==> src/rtl/axi_stream_strip_header.sv <==
// AXI-Stream header stripper: drops S leading bytes, repacks beats.
// Define AXIS_STRIP_HEADER_CAPTURE_EN to expose the stripped header.
module axi_stream_strip_header #(
  parameter int DATA_WIDTH      = 32,
  parameter int DATA_BYTE_WIDTH = DATA_WIDTH / 8,
  parameter int BYTE_CNT_WIDTH  = $clog2(DATA_BYTE_WIDTH)
) (
  input  logic                       clk,
  input  logic                       rst_n,
  input  logic                       valid_in,
  input  logic [DATA_WIDTH-1:0]      data_in,
  input  logic [DATA_BYTE_WIDTH-1:0] keep_in,
  input  logic                       last_in,
  output logic                       ready_in,
  output logic                       valid_out,
  output logic [DATA_WIDTH-1:0]      data_out,
  output logic [DATA_BYTE_WIDTH-1:0] keep_out,
  output logic                       last_out,
  input  logic                       ready_out,
  input  logic                       valid_strip,
  input  logic [BYTE_CNT_WIDTH-1:0]  byte_strip_cnt,
  output logic                       ready_strip
`ifdef AXIS_STRIP_HEADER_CAPTURE_EN
  ,
  output logic [DATA_WIDTH-1:0]      header_out,
  output logic                       header_valid
`endif
);

  localparam int DBW = DATA_BYTE_WIDTH;
  localparam int CW  = BYTE_CNT_WIDTH + 2;
  localparam int SW  = BYTE_CNT_WIDTH + 1;
  localparam logic [CW-1:0] DBW_C = CW'(DBW);

  typedef enum logic [1:0] {
    IDLE,
    FIRST,
    STREAM,
    FLUSH
  } state_e;

  state_e                  state_q, state_d;
  logic [SW-1:0]           strip_q, strip_d;
  logic [DATA_WIDTH-1:0]   res_data_q, res_data_d;
  logic [CW-1:0]           res_cnt_q, res_cnt_d;
  logic                    vld_q, vld_d;
  logic [DATA_WIDTH-1:0]   dat_q, dat_d;
  logic [DBW-1:0]          kep_q, kep_d;
  logic                    lst_q, lst_d;

  logic [CW-1:0]           k_in;
  logic [CW-1:0]           s_cnt;
  logic [CW-1:0]           tot;
  logic [DATA_WIDTH-1:0]   din_m;
  logic [DATA_WIDTH-1:0]   merged;
  logic                    out_load;

  function automatic logic [DATA_WIDTH-1:0] lanes(
    input logic [DBW-1:0] k
  );
    logic [DATA_WIDTH-1:0] m;
    m = '0;
    for (int i = 0; i < DBW; i++) begin
      m[i*8 +: 8] = {8{k[i]}};
    end
    return m;
  endfunction

  function automatic logic [DBW-1:0] top_keep(
    input logic [CW-1:0] n
  );
    logic [DBW-1:0] ones;
    ones = '1;
    return ~(ones >> n);
  endfunction

  function automatic logic [CW-1:0] popcnt(
    input logic [DBW-1:0] k
  );
    logic [CW-1:0] c;
    c = '0;
    for (int i = 0; i < DBW; i++) begin
      c = c + CW'(k[i]);
    end
    return c;
  endfunction

  assign k_in     = popcnt(keep_in);
  assign s_cnt    = CW'(strip_q);
  assign tot      = res_cnt_q + k_in;
  assign din_m    = data_in & lanes(keep_in);
  assign merged   = res_data_q | (din_m >> {res_cnt_q, 3'b000});
  assign out_load = !vld_q || ready_out;

  assign ready_in    = (state_q == FIRST) ||
                       ((state_q == STREAM) && out_load);
  assign ready_strip = rst_n && (state_q == IDLE);

  assign valid_out = vld_q;
  assign data_out  = dat_q;
  assign keep_out  = kep_q;
  assign last_out  = lst_q;

  // Next state, residual repacking and output register loading
  always_comb begin
    state_d    = state_q;
    strip_d    = strip_q;
    res_data_d = res_data_q;
    res_cnt_d  = res_cnt_q;
    vld_d      = vld_q;
    dat_d      = dat_q;
    kep_d      = kep_q;
    lst_d      = lst_q;
    if (out_load) begin
      vld_d = 1'b0;
    end
    unique case (state_q)
      IDLE: begin
        if (valid_strip) begin
          strip_d = SW'(byte_strip_cnt) + SW'(1);
          state_d = FIRST;
        end
      end
      FIRST: begin
        if (valid_in) begin
          res_data_d = din_m << {strip_q, 3'b000};
          res_cnt_d  = (k_in > s_cnt) ? (k_in - s_cnt) : '0;
          if (!last_in) begin
            state_d = STREAM;
          end else if (k_in > s_cnt) begin
            state_d = FLUSH;
          end else begin
            state_d = IDLE;
          end
        end
      end
      STREAM: begin
        if (valid_in && out_load) begin
          vld_d = 1'b1;
          dat_d = merged;
          unique case (1'b1)
            tot < DBW_C: begin
              kep_d      = top_keep(tot);
              lst_d      = 1'b1;
              res_data_d = '0;
              res_cnt_d  = '0;
              state_d    = IDLE;
            end
            last_in && (tot > DBW_C): begin
              kep_d      = '1;
              lst_d      = 1'b0;
              res_data_d = din_m << {DBW_C - res_cnt_q, 3'b000};
              res_cnt_d  = tot - DBW_C;
              state_d    = FLUSH;
            end
            last_in && (tot == DBW_C): begin
              kep_d      = '1;
              lst_d      = 1'b1;
              res_data_d = '0;
              res_cnt_d  = '0;
              state_d    = IDLE;
            end
            default: begin
              kep_d      = '1;
              lst_d      = 1'b0;
              res_data_d = din_m << {DBW_C - res_cnt_q, 3'b000};
              res_cnt_d  = tot - DBW_C;
            end
          endcase
        end
      end
      FLUSH: begin
        if (out_load) begin
          vld_d      = 1'b1;
          dat_d      = res_data_q;
          kep_d      = top_keep(res_cnt_q);
          lst_d      = 1'b1;
          res_data_d = '0;
          res_cnt_d  = '0;
          state_d    = IDLE;
        end
      end
      default: state_d = IDLE;
    endcase
  end

  // State, residual and output registers
  always_ff @(posedge clk or negedge rst_n) begin
    if (!rst_n) begin
      state_q    <= IDLE;
      strip_q    <= '0;
      res_data_q <= '0;
      res_cnt_q  <= '0;
      vld_q      <= 1'b0;
      dat_q      <= '0;
      kep_q      <= '0;
      lst_q      <= 1'b0;
    end else begin
      state_q    <= state_d;
      strip_q    <= strip_d;
      res_data_q <= res_data_d;
      res_cnt_q  <= res_cnt_d;
      vld_q      <= vld_d;
      dat_q      <= dat_d;
      kep_q      <= kep_d;
      lst_q      <= lst_d;
    end
  end

`ifdef AXIS_STRIP_HEADER_CAPTURE_EN
  logic [DATA_WIDTH-1:0] hdr_q, hdr_d;
  logic                  hdr_v_q, hdr_v_d;

  // Capture the upper S lanes of the first beat as it is accepted
  always_comb begin
    hdr_d   = hdr_q;
    hdr_v_d = 1'b0;
    if ((state_q == FIRST) && valid_in) begin
      hdr_d   = data_in & lanes(top_keep(s_cnt));
      hdr_v_d = 1'b1;
    end
  end

  // Header register and one-cycle valid pulse
  always_ff @(posedge clk or negedge rst_n) begin
    if (!rst_n) begin
      hdr_q   <= '0;
      hdr_v_q <= 1'b0;
    end else begin
      hdr_q   <= hdr_d;
      hdr_v_q <= hdr_v_d;
    end
  end

  assign header_out   = hdr_q;
  assign header_valid = hdr_v_q;
`endif

endmodule
==> config.mk <==
export PLATFORM = sky130hd
export DESIGN_NAME = axi_stream_strip_header
export DESIGN_NICKNAME = d
export VERILOG_FILES = /design/src/rtl/axi_stream_strip_header.sv
export SDC_FILE = /design/constraint.sdc
export NUM_CORES = 1
export LEC_CHECK = 0
export BUFFER_PORTS_ARGS = -buffer_cell sky130_fd_sc_hd__buf_4
export CORE_AREA = 2 2 142 89
export CTS_CLUSTER_DIAMETER = 120
export DETAILED_ROUTE_END_ITERATION = 10
export DIE_AREA = 0 0 144 91
export PLACE_DENSITY_LB_ADDON = 0.15
export SKIP_CTS_REPAIR_TIMING = 1
export SLEW_MARGIN = 20
export SYNTH_ARGS = -nofsm -noshare
export SYNTH_HDL_FRONTEND = slang
export SYNTH_SLANG_ARGS = --single-unit
==> constraint.sdc <==
create_clock -name clk -period 4.7 [get_ports clk]
set_input_delay 0.705 -clock clk [delete_from_list [all_inputs] [get_ports clk]]
set_output_delay 0.705 -clock clk [all_outputs]
set_load 0.1 [all_outputs]
== Word level (Yosys, flattened, before mapping) ==
Cells that the tools add are included.
Storage, ports and cells
  output and inout bits: 40
  word-level logic and storage cells: 87
  flip-flop bits (word level): 79
  bits of input ports: 44
Cells by class
  muxes and demuxes: 34
  equal/unequal tests: 9
  reductions and logical operators: 16
  $lt $le $gt $ge: 3
  shifts and indexed selects: 5
  bitwise gates (word level): 4
  add/sub/neg operators: 8
Operator list (count)
  32-bit 2-to-1 mux: 6
  32-bit one-hot mux with 3 select lines: 1
  32-bit one-hot mux with 2 select lines: 1
  32-bit bitwise AND: 1
  4-bit 2-to-1 mux: 8
  32-bit OR: 1
  32-bit by 6-bit << shifter with 32-bit output: 1
  32-bit by 7-bit << shifter with 32-bit output: 1
  32-bit by 7-bit >> shifter with 32-bit output: 1
  2-bit 2-to-1 mux: 6
  4-bit one-hot mux with 3 select lines: 1
  4-bit inverter: 2
  2-bit one-hot mux with 4 select lines: 1
  4-bit one-hot mux with 2 select lines: 1
  4-bit by 4-bit >> shifter with 4-bit output (first input constant): 2
  1-bit 2-to-1 mux: 6
  2-bit != test (second input constant): 3
  1-bit logical AND: 5
  5-bit AND reduction: 1
  3-bit by 1-bit adder with 4-bit output: 1
  4-bit adder: 1
  2-bit == test (second input constant): 2
  4-bit by 3-bit == test with 1-bit output (second input constant): 1
  4-bit by 3-bit greater-than comparator with 1-bit output: 1
  other kinds (22): 24

== Longest topological paths before layout ==
  depth in word-level cells: 10
  depth in mapped cells: 13
  mapped depth without buffers: 13

== Least setup slack after synthesis ==
Ideal clock, no wire load.
  path type: input -> register
  from: input port keep_in[0]
  to: register kep_q[1] (netlist: keep_out[1])
  slack: 0.637 ns
  data required time: 4.565 ns
  stages on the path: 13
  arrival: 3.929 ns
  path through: fa_1 -> ha_1 -> ha_1 -> ha_1 -> and3b_1 -> o31ai_1 -> nand2_1 -> xnor2_1 -> ha_1 -> or3b_2 -> a211o_1 -> nand4_1 -> o211ai_1
Between the ends
  cells in the longest elaborated chain, start to end: 9
Ends and longest elaborated chain
  from (decl): line 12  | input logic [DATA_BYTE_WIDTH-1:0] keep_in,
  1-bit by 1-bit adder with 2-bit output (*): line 83  | c = c + CW'(k[i]);
  2-bit by 1-bit adder with 3-bit output (*): line 83
  3-bit by 1-bit adder with 4-bit output (*): line 83
  4-bit adder (*): line 90  | assign tot = res_cnt_q + k_in;
  parallel branches: the longest is 2 deep, another holds 4-bit by 3-bit less-than comparator with 1-bit output
  4-bit 2-to-1 mux (*): line 141  | unique case (1'b1)
  4-bit 2-to-1 mux (*): line 138  | if (valid_in && out_load) begin
  4-bit one-hot mux with 2 select lines (*): line 117  | unique case (state_q)
  to (signal assigned): line 205  | kep_q <= kep_d;
  to (decl): line 48  | logic [DBW-1:0] kep_q, kep_d;
Mark *: on every way between the ends. The select of a mux whose other input is x is not followed.
A chain may end at the register's enable or synchronous reset.

== Worst setup path after layout ==
Ends and elaborated chain as after synthesis.

==> results by group <==
Cells and area
  – Area occupied by multi-input gates: 3431 um2
  – Layout Utilization: 56.88%
  – Number of diodes: 0
  – Synth-to-layout area growth: 15.60%
  – Post-layout net count: 785
  – Register area: 1978 um2
  – FILL cells: 1083
  – Layout cells sized above 1: 20.82%

Synthesis
  – Synth Area in XOR/XNOR: 1.039%
  – Synth Area in Simple Gates: 21.77%
  – Post-synth EDFFs: 0
  – Most common cell in the netlist: nand2_1
  – Multiplexer area fraction after synthesis: 6.361%
  – Synth Register Bits: 79
  – Area leader, netlist: dfrtp_1
  – Syn. warnings: 0
  – Syn Area/Cell: 8.530 um2
  – Main flop type after synthesis: dfrtp_1
  – Post-synthesis adder-cell area fraction: 3.851%
  – Synth unique cells: 77
  – Main combinational cell family by area after synthesis: compound AO/OA/AOI/OAI gates
  – Yosys top cell area share: 34.18%
  – Synth Area in Compound Gates: 26.11%
  – Post-Syn Area: 5783 um2
  – Top post-synthesis cells by area: dfrtp_1 (34%), o21ai_0 (5.6%), nand2_1 (5.4%)
  – Seq/Total Area, Yosys: 34.18%
  – Synth cell count leaders: nand2_1 (83), dfrtp_1 (79), o21ai_0 (65)
  – FFs w/ async S/R, synth: 100.0%
  – Post-synthesis instance total: 678
  – Syn Nets: 738

Die
  – Die height: 91 um
  – Core area: 11750 um2
  – I/O pin count: 84
  – Die area: 13100 um2
  – Starting Density: 49.21%
  – Width of the die: 144 um
  – FP Rows: 31

Critical path
  – Crit. End Element: register
  – Crit path DAT: 4.37 ns
  – Critical Path RT: 4.93 ns
  – Critical path startpoint category: input port
  – Crit Path Class: input port to register
  – Largest fanout on the critical path: 7

STA
  – Slew @ Worst Pin: 1.066 ns
  – Fmax: 241.1 MHz
  – RSZ-0062 raised after global routing: no
  – Final Hold Vio Count: 0
  – Crit share post-route: 88.24%
  – Final Critical Period: 4.148 ns
  – Final Setup Violations: 0
  – Setup TNS: 0 ns
  – Final-report max-slew violation count: 0
  – Skew final: 0.008858 ns
  – Slew HR: 28.83%

CTS
  – CTS tree: built
  – Clock Latency Late Sink: 0.35 ns
  – Num CTS Buffers: 9
  – Root buf cell: clkbuf_16
  – Reg clk slew, reported paths: 0.07 ns
  – H-Tree Depth: 3
  – Clk sinks: 79
  – Worst-case clock buffer depth: 2

Routing
  – Top Metal Used: met4
  – Vias: 5779
  – Vias per std cell: 6.457
  – WL/cell: 22.11 um
  – 1st-iter DRT viols: 904
  – Total wire length: 19790 um
  – DRT met1 WL: 9149 um
  – DRC Markers: 0
  – Antenna-violating nets left: 0
  – TritonRoute pass-1 iters: 6
  – Met3 WL: 2699 um
  – Met2 wire length: 7615 um

Run
  – MaxCap Viol Count: 0

GRT
  – Initial antenna violation count: 0
  – GRT Util Overall: 31.10%
  – GR Overflow Total: 0
  – Largest net degree at the start of global routing: 82
  – First-pass GRT wire length: 30980 um
  – Vias in the first global route: 5425

Placed design
  – I/O Buffers: 83
  – Post-detail-place hpwl: 13790 um
  – Placer Congestion: 0.9131

Status
  – Outcome: completed

Hold path
  – Hold WC Path Type: input port to asynchronous set/reset pin
==> cell families after synthesis <==
family | Yosys count
XOR/XNOR | 6
buffers and inverters | 77
AO/OA/AOI/OAI | 230
multiplexers | 20
adder cells (fa/ha/maj) | 16
flip-flops | 79
AND/OR/NAND/NOR | 250
==> worst paths after layout <==
| kind | end | slack, ns | cells after the start | start |
|---|---|---|---|---|
| max in group asynchronous | res_cnt_q[0] | 3.36 | 2 | rst_n |
| min in group clk | data_out[25] | 0.48 | 2 | data_out[25] |
| min reg2reg | data_out[25] | 0.48 | 2 | data_out[25] |
| min | valid_out | 0.34 | 1 | rst_n |
| max reg2reg | keep_out[1] | 1.21 | 10 | res_cnt_q[1] |
| max | keep_out[1] | 0.55 | 13 | keep_in[0] |
==> final cells by class <==
type	instances	share of cell area, %
inverter	19	1.067
timing repair buffer	94	10.56
multi-input combinational	522	51.32
tap	165	3.088
clock inverter	5	0.5989
clock buffer	11	3.781
sequential	79	29.59
==> placed cells by master (no fill, tap or decap), types with 4 or more instances in the layout <==
cell type	instances
mux2_2	4
a21oi_1	60
and2_1	11
clkbuf_16	9
xnor2_1	4
inv_1	16
nand4_1	5
nor3_1	5
a31oi_1	11
o211ai_1	18
a221o_1	7
a21o_1	4
nand2b_1	5
o21ai_0	65
a211oi_1	8
o221ai_1	8
nand2_1	83
o21ai_1	4
nand3b_1	5
mux4_2	13
ha_1	13
a32oi_1	8
a21boi_0	4
o22ai_1	8
nor2_1	58
buf_4	94
a211o_1	4
nor2b_1	4
nand3_1	47
dfrtp_1	78
==> stage by stage <==
step           hold WS, ns  worst slack (ns)  instance area, um2  instances
4_1_cts             0.3657            0.5700                6685        895
2_1_floorplan       0.4094            0.6366                5783        678
6_report            0.3429            0.5525                6685        895
3_3_place_gp        0.4641            0.2825                6386        879
3_5_place_dp        0.4723            0.2212                6392        879
5_1_grt             0.3759            0.2767                6685        895
==> sequential cells by signal, summed over array words and instances (netlist names) <==
register / count
data_out: 32
keep_out: 4
last_out: 1
res_cnt_q: 4
res_data_q: 32
state_q: 2
strip_q: 3
valid_out: 1
==> layer usage <==
layer,GRT usage (%),vias up
met1,48.83,2733
met3,10.97,39
li1,-,2597
met2,39.84,410
met4,7.680,0
met5,0,-
==> critical path: stages <==
cell,delay (ns)
buf_4,0.12
fa_1,0.48
ha_1,0.21
ha_1,0.35
fa_1,0.45
xor2_1,0.43
xnor2_1,0.16
inv_1,0.10
ha_1,0.33
or3b_2,0.48
a211o_1,0.27
nand4_1,0.15
o211ai_1,0.13
Power is left out: the tool's default activity adds up to more than one toggle a clock period on the data nets, which glitch-free logic cannot reach.
